--- config.mk ---
export PLATFORM = sky130hd
export DESIGN_NAME = log2_base_convert
export DESIGN_NICKNAME = d
export VERILOG_FILES = /design/src/rtl/log2_base_convert.sv
export SDC_FILE = /design/constraint.sdc
export NUM_CORES = 1
export LEC_CHECK = 0
export ABC_AREA = 1
export BUFFER_PORTS_ARGS = -buffer_cell sky130_fd_sc_hd__buf_2
export CAP_MARGIN = 30
export CORE_ASPECT_RATIO = 0.8
export CORE_MARGIN = 2
export CORE_UTILIZATION = 45
export CTS_BUF_LIST = sky130_fd_sc_hd__clkbuf_4 sky130_fd_sc_hd__clkbuf_8
export CTS_CLUSTER_DIAMETER = 120
export DETAILED_ROUTE_END_ITERATION = 8
export GPL_TIMING_DRIVEN = 0
export PLACE_DENSITY = 0.72
export SYNTH_ARGS = -nofsm -noshare
export SYNTH_HDL_FRONTEND = slang
export SYNTH_SLANG_ARGS = --single-unit
--- constraint.sdc ---
create_clock -name clk_i -period 5.5 [get_ports clk_i]
set_input_delay 0.275 -clock clk_i [delete_from_list [all_inputs] [get_ports clk_i]]
set_output_delay 0.275 -clock clk_i [all_outputs]
set_load 0.03 [all_outputs]
--- src/rtl/log2_base_convert.sv ---
// rtl/log2_base_convert.sv - scales a Q(N).(N) log2 value by constant K via serial shift-add
// One K bit per clock in CALC, then a single round-half-up step in ROUND.
module log2_base_convert #(
  parameter int N = 16,
  parameter logic [N-1:0] K = 16'd19728
) (
  input  logic         clk_i,
  input  logic         rst_i,
  input  logic         start_i,
  input  logic [N-1:0] ynguyen_i,
  input  logic [N-1:0] ythapphan_i,
  output logic         busy_o,
  output logic         done_o,
  output logic [N-1:0] ynguyen_o,
  output logic [N-1:0] ythapphan_o
);

  localparam int CW = $clog2(N);

  typedef enum logic [1:0] {IDLE, CALC, ROUND} state_t;

  state_t          state_q, state_d;
  logic [3*N-1:0]  acc_q, acc_d;
  logic [CW-1:0]   cnt_q, cnt_d;
  logic [2*N-1:0]  x_q, x_d;
  logic [2*N-1:0]  res_q, res_d;
  logic            busy_q, busy_d;
  logic            done_q, done_d;

  always_ff @(posedge clk_i or negedge rst_i) begin
    if (!rst_i) begin
      state_q <= IDLE;
      acc_q   <= '0;
      cnt_q   <= '0;
      x_q     <= '0;
      res_q   <= '0;
      busy_q  <= 1'b0;
      done_q  <= 1'b0;
    end else begin
      state_q <= state_d;
      acc_q   <= acc_d;
      cnt_q   <= cnt_d;
      x_q     <= x_d;
      res_q   <= res_d;
      busy_q  <= busy_d;
      done_q  <= done_d;
    end
  end

  always_comb begin
    state_d = state_q;
    acc_d   = acc_q;
    cnt_d   = cnt_q;
    x_d     = x_q;
    res_d   = res_q;
    busy_d  = busy_q;
    done_d  = 1'b0;
    case (state_q)
      IDLE: begin
        if (start_i) begin
          x_d     = {ynguyen_i, ythapphan_i};
          acc_d   = '0;
          cnt_d   = '0;
          busy_d  = 1'b1;
          state_d = CALC;
        end
      end
      CALC: begin
        if (K[cnt_q])
          acc_d = acc_q + ({{N{1'b0}}, x_q} << cnt_q);
        cnt_d = cnt_q + CW'(1);
        if (cnt_q == CW'(N - 1))
          state_d = ROUND;
      end
      ROUND: begin
        // Adding 2^(N-1) then dropping N bits equals adding bit N-1 to the upper part.
        res_d   = acc_q[3*N-1:N] + {{(2*N-1){1'b0}}, acc_q[N-1]};
        done_d  = 1'b1;
        busy_d  = 1'b0;
        state_d = IDLE;
      end
      default: state_d = IDLE;
    endcase
  end

  assign busy_o      = busy_q;
  assign done_o      = done_q;
  assign ynguyen_o   = res_q[2*N-1:N];
  assign ythapphan_o = res_q[N-1:0];

endmodule

==> run metrics, run 1 <==
status complete, no violations; Final GP Congestion 0.9914; root buffer cell clkbuf_8; slowest stage delay, CP ~0.47 ns; Placeable Area roughly 23000 um2; row cnt 50; Critical Path Fanout Max 10; number of synthesized register bits 120; Antenna diodes 0; first-pass GRT wire length approximately 60000 um; grt ovf 0; crit path kind reg -> reg; Cells after Synth ~1700; WL per Instance about 18 um; Critical Path AT ~4.4 ns; Synth area leader dfrtp_1; CTS sink cnt 120; synthesized area 10760 um2; largest net degree at the start of global routing between 90 and 100; nets@finish 1919; CP Cell Sequence buf_4 -> inv_2 -> buf_2 -> nand2_1 -> nand3_1 -> nand2_1 -> o21ai_0 -> inv_1 -> o21ai_0 -> ha_1 -> nand2_1 -> inv_1 -> a21oi_1 -> nand2_1 -> nand3b_1 -> o21ai_0 -> o21ai_0; Vias around 12000; Synth Warn # 0; Layout fillers ~2500; antenna violations before repair 0; Worst slew margin 0.5623; Slew Limit Fails 0; Clk pin slew, worst setup/hold paths approximately 0.09 ns; Initial Util 0.4585; drt initial violations about 1400; Max Buffers Root-to-Sink 2; share of post-route cells with drive strength above 1 0.1016; Tightest Pin Transition roughly 0.66 ns; final hold violations 0; Avg Cell Area, Syn 6.178 um2; crit path buf inv count 5; Worst path top cell family by delay compound AO/OA/AOI/OAI gates; Max Clock Skew about 0.017 ns; setup TNS 0 ns; HP Class in -> reg; Worst Setup End Kind flip-flop; # port buffers about 70; WP data required a little under 6 ns; Critical Path Start Type flip-flop; drt pass-1 iters 6; most frequent cells in the layout nand2_1, inv_1, nor2_1; RSZ-0062 raised after global routing no; flop-to-flop setup slack between 1.5 and 2 ns; Syn-to-layout area delta 10.66%; Post-synth EDFFs 0; vias in the first global route 10520; Final Critical Period approximately 4 ns; Num CTS Buffers 17; Via density around 5.4; Final ANT Viol Nets 0; Synth top area share 0.2792; Max-Cap Viols 0; Post-synth ARST share 1.000; Unique masters post-synth 45; multi-input logic area roughly 6600 um2; final WL ~38000 um; die height 142.3 um; CTS tree done; Setup Buffers After CTS 0; H-tree depth 4; die area ~25000 um2; io pins just under 70; Total GRT Usage 0.3091; clk_lat worst skew around 0.49 ns; post_cts resized 0; Post-Syn Nets ~1800; Register Area about 3000 um2; drt drc 0; sequential share of the synthesized area 0.2792; Die Width approximately 180 um; ranking of synthesized cells by area dfrtp_1, nand2_1, inv_1; Crit-path slowest cell o21ai_0; prevailing post-synth register cell dfrtp_1; most common cell after layout, fill and taps aside nand2_1; fin crit share 0.7272; fmax approximately 250 MHz; final setup fails 0; DP Wirelength 30860 um
## Yosys cell counts, types with 3 or more instances
| cell type | n |
|---|---|
| nand3b_1 | 11 |
| a21oi_1 | 60 |
| xnor2_1 | 13 |
| and2_1 | 4 |
| o21bai_1 | 7 |
| nand4_1 | 15 |
| nor4_1 | 7 |
| nand2_2 | 5 |
| mux2i_1 | 3 |
| o21ai_1 | 6 |
| mux2_2 | 31 |
| ha_1 | 53 |
| a21o_1 | 3 |
| nor3_1 | 9 |
| clkbuf_1 | 16 |
| buf_6 | 7 |
| buf_1 | 4 |
| inv_2 | 10 |
| inv_1 | 213 |
| xor2_1 | 13 |
| buf_4 | 3 |
| dfrtp_1 | 120 |
| o22ai_1 | 3 |
| buf_2 | 19 |
| o21ai_0 | 103 |
| a31oi_1 | 10 |
| nand3_1 | 134 |
| nor2_1 | 143 |
| o31ai_1 | 5 |
| nand2_1 | 693 |
## logic make-up after synthesis
| family | share of synthesized area |
|---|---|
| simple gates | 0.3971 |
| buf+inv | 0.1031 |
| compound gates | 0.1007 |
| flops | 0.2792 |
| fa+ha+maj | 0.06351 |
| mux | 0.03524 |
| xor+xnor | 0.02117 |
## metrics by stage
stage	std cells	hold WS, ns	utilization	setup slack (ns)	instance area, um2
after floorplan	1741	-0.02059	-	2.861	10760
after global placement	2121	0.4577	0.4897	1.734	11490
after detailed placement	2122	0.1582	0.4911	1.662	11520
after CTS	2152	0.004598	0.5074	1.620	11900
after global routing	2152	0.01297	0.5074	1.332	11900
final	2152	0.02625	0.5074	1.500	11900
## final cells by class
class                      instances  area share
sequential                       120      0.2523
clock inverter                     9    0.008620
clock buffer                      20     0.02260
tap                              312     0.03280
buffer                            49     0.02281
multi-input combinational       1349      0.5583
inverter                         223     0.07032
timing repair buffer              70     0.03227
## sequential cells by signal, summed over array words and instances, names as in the netlist
register	flops
done_o	1
busy_o	1
acc_q	48
cnt_q	4
state_q	2
x_q	32
res_q	32
## final timing paths
| kind | startpoint | to | cells after the start |
|---|---|---|---|
| worst min register to register | res_q[17] | res_q[17] | 2 |
| worst max-delay path | cnt_q[0] | acc_q[23] | 17 |
| max in group asynchronous | rst_i | acc_q[30] | 3 |
| worst max register to register | cnt_q[0] | acc_q[23] | 17 |
| min in group asynchronous | rst_i | res_q[9] | 2 |
| worst min-delay path | ythapphan_i[9] | x_q[9] | 2 |
## metal layers
layer,global-route usage,up-vias,wire (um)
met1,0.4703,5328,18950
li1,-,5723,-
met4,0.07047,0,650
met2,0.4379,483,14930
met3,0.07292,40,3390
met5,0,-,0
## worst register-to-register path, cell delays in order, from the launching register on
cell and delay [ns]:
dfrtp_1 0.42, buf_4 0.19, inv_2 0.11, buf_2 0.22
nand2_1 0.09, nand3_1 0.07, nand2_1 0.08, o21ai_0 0.20
inv_1 0.09, o21ai_0 0.47, ha_1 0.39, nand2_1 0.17
inv_1 0.06, a21oi_1 0.32, nand2_1 0.14, nand3b_1 0.34
o21ai_0 0.35, o21ai_0 0.14
## repair_timing
action	in CTS	in global routing
hold buffers	1	0
hold endpoints to repair	25	0
endpoints found under the setup margin	0	0
Power of run 1 is left out: the tool's default activity adds up to more than one toggle a clock period on the data nets, which glitch-free logic cannot reach.
==> run 2: changes to the inputs <==
Settings changed: ABC_AREA 1 to 0, PLACE_DENSITY 0.72 to 0.75.
Clock period 5.5 ns to 3.44 ns, I/O delays scaled along.
==> run 2 against run 1 <==
  * The run now ends with negative setup slack left
  * Synthesized cell count shrank 36%
  * First-iteration DRC count shrank 45%
  * Non-clock buffer count grew 86
  * Worst hold slack gained 0.11 ns
==> run metrics, run 2 <==
status complete, but fails checks; failing checks negative setup slack; hold path start start_i; drt pass-1 iters 5 (-1); flop-to-flop setup slack -0.61 ns (-2.11 ns); CTS tree done; root buffer cell clkbuf_8; nets@finish 1352 (-30%); Avg Cell Area, Syn 8.325 um2 (+35%); Worst Reg2Reg Path Length in Cells 18 (+1); Max-Cap Viols 0 (unchanged); vias in the first global route 8138 (-23%); first-pass GRT wire length 42250 um (-28%); Hold EP cnt_q[0]; post-route insts no fill 1540 (-28%); Antenna diodes 0 (unchanged); ranking of synthesized cells by area dfrtp_1, nand2_1, ha_1; drt drc 0 (unchanged); WL per Instance 17.97 um (+2.0%); most frequent cell after synthesis nand2_1; Max Buffers Root-to-Sink 2 (unchanged); Unique masters post-synth 64 (+42%); row cnt 46 (-8.0%); die height 131.9 um (-7.3%); Post-synth ARST share 1.000 (unchanged); most frequent cells in the layout nand2_1, dfrtp_1, o21ai_0; hold path cells 4 (+2); Final ANT Viol Nets 0 (unchanged); share of post-route cells with drive strength above 1 0.2328 (+0.1311); RSZ-0062 raised after global routing yes; Post-Syn Nets 1195 (-35%); Die Width 163.9 um (-7.3%); CTS sink cnt 120 (unchanged); Cells after Synth 1106 (-36%); Clk pin slew, worst setup/hold paths 0.08 ns (about the same); Synth top area share 0.3261 (+0.04696); max FFs per register 48 (unchanged); Post-Place Cell Area 10000 um2 (-13%); # port buffers 68 (unchanged); DP Wirelength 19220 um (-38%); final instance area 11630 um2 (-2.3%); number of synthesized register bits 120 (unchanged); HP Class in -> reg; Worst Setup Slack, final -0.6133 ns (-2.114 ns); Crit-path slowest cell dfrtp_1; Initial Util 0.4610 (+0.002526); Synth area leader dfrtp_1; sequential share of the synthesized area 0.3261 (+0.04696); Critical Path AT 4.39 ns (+0.04 ns); worst flop-to-flop path startpoint cnt_q[0]; die area 21630 um2 (-14%); Syn-to-layout area delta 26.27%; Regs by FF count acc_q x48, res_q x32, x_q x32; Slew Limit Fails 0 (unchanged); fmax 246.7 MHz (-1.3%); Final Critical Period 4.053 ns (+0.05357 ns); CP Cell Sequence buf_6 -> clkbuf_8 -> mux2i_4 -> nand2_1 -> o21ai_2 -> nor2_1 -> a21oi_2 -> mux2i_2 -> ha_4 -> nand4_1 -> nor3_4 -> o2111ai_4 -> a41o_1 -> and3b_2 -> or2_4 -> o21ai_2 -> xnor2_1 -> o21ai_1; Critical Path Start Type flip-flop; dpl cells 1439 (-32%); grt ovf 0 (unchanged); final hold violations 0 (unchanged); Worst Setup End Kind flip-flop; Placeable Area 19970 um2 (-15%); Total GRT Usage 0.2461 (-0.06301); largest net degree at the start of global routing 90 (-6.3%); prevailing post-synth register cell dfrtp_1; antenna violations before repair 0 (unchanged); Via density 5.850 (+8.8%); commonest cells in the synthesized netlist nand2_1, dfrtp_1, o21ai_0; WP data required 3.77 ns (-2.08 ns); synthesized area 9208 um2 (-14%); final WL 27670 um (-27%); Vias 9009 (-22%); most used cell along the critical path o21ai_2; clk_lat worst skew 0.48 ns (about the same); Worst slew margin 0.4859 (-0.07644); Tightest Pin Transition 0.7684 ns (+0.1125 ns); H-tree depth 4 (unchanged); Synth Warn # 0 (unchanged); crit path kind reg -> reg; io pins 69 (unchanged); fin crit share 1.178 (+0.4511); drt initial violations 780 (-45%); most common cell after layout, fill and taps aside nand2_1; Max Clock Skew 0.02390 ns (+0.006611 ns); Layout fillers 1702 (-31%); Final GP Congestion 0.9640 (-2.8%); Num CTS Buffers 17 (unchanged); slowest stage delay, CP 0.37 ns (-0.10 ns); RR Endpoint acc_q[44]; largest reg by FF count acc_q; Post-synth EDFFs 0 (unchanged); final setup fails 33 (+33); Critical Path Fanout Max 10 (unchanged)
==> run 2: changes by cell type in the layout (fill, tap and decap cells not counted), sizes merged, moves of 18 or more <==
| cell | change |
|---|---|
| a21o | +18 |
| clkbuf | +34 |
| dlygate4sd3 | +32 |
| inv | -205 |
| mux2 | -25 |
| mux2i | +42 |
| mux4 | +19 |
| nand2 | -465 |
| nand3 | -92 |
| nor2 | -83 |
| xor2 | +31 |
==> run 2: per-stage QoR <==
step | hold slack, ns | TNS, ns | utilization | setup WS [ns]
2_1_floorplan | -0.1236 | -0.01588 | - | -0.01588
3_3_place_gp | 0.3632 | -14.12 | 0.4991 | -0.8099
3_5_place_dp | 0.07353 | -14.93 | 0.5008 | -0.8373
4_1_cts | 0.1227 | -8.543 | 0.5580 | -0.5509
5_1_grt | 0.1599 | -16.82 | 0.5821 | -0.8051
6_report | 0.1333 | -10.84 | 0.5821 | -0.6133
==> run 2: kinds of logic (layout without fill, tap and decap cells) <==
| family | after synthesis | after routing | share of synthesized area |
|---|---|---|---|
| fa+ha+maj | 54 | 54 | 0.07420 |
| flops | 120 | 120 | 0.3261 |
| xor+xnor | 71 | 71 | 0.06754 |
| simple gates | 440 | 440 | 0.2155 |
| compound gates | 273 | 273 | 0.1806 |
| mux | 70 | 70 | 0.1027 |
| buf+inv | 78 | 248 | 0.03329 |
==> run 2: what timing repair did <==
action,CTS,global route
hold endpoints to repair,79,0
gates resized for setup,74,90
setup buffers,20,18
hold buffers,33,0
pin swaps,24,40
endpoints found under the setup margin,35,37
cloned,1,1
==> run 2: cell type report <==
class	count	area, um2	share of cell area
clock buffer	17	234.0	0.02012
multi-input combinational	908	6460	0.5556
sequential	120	3004	0.2584
tap	264	330.3	0.02841
clock inverter	15	120.1	0.01033
timing repair buffer	142	1062	0.09137
buffer	63	374.1	0.03218
inverter	11	41.29	0.003551
==> run 2: how the worst max path moves through the flow <==
stage / end / slack, ns / depth (start not counted) / from
floorplan: acc_q[47] / -0.02 / 18 / cnt_q[0]
global route: acc_q[44] / -0.81 / 18 / cnt_q[0]
CTS: acc_q[44] / -0.55 / 16 / cnt_q[0]
global placement: acc_q[42] / -0.81 / 19 / cnt_q[0]
detailed placement: acc_q[42] / -0.84 / 16 / cnt_q[1]
finish: acc_q[44] / -0.61 / 18 / cnt_q[0]
==> run 2: layer usage <==
metal  global-route usage  routed length [um]
met5                    0                   0
met4              0.06189                 448
met3              0.05348                2366
met1               0.3588               12490
met2               0.3711               12370
==> run 2: critical path: cells and delay by family, from the launching register on <==
kind                       cells  cell delay, ns
AOI/OAI and AO/OA              6            0.96
xor gates and xnor gates       1            0.14
adders and majority gates      1            0.35
buffers and inverters          2            0.38
DFF                            1            0.37
muxes                          2            0.48
and+or+nand+nor                6            1.24
Power of run 2 is left out for the same reason.
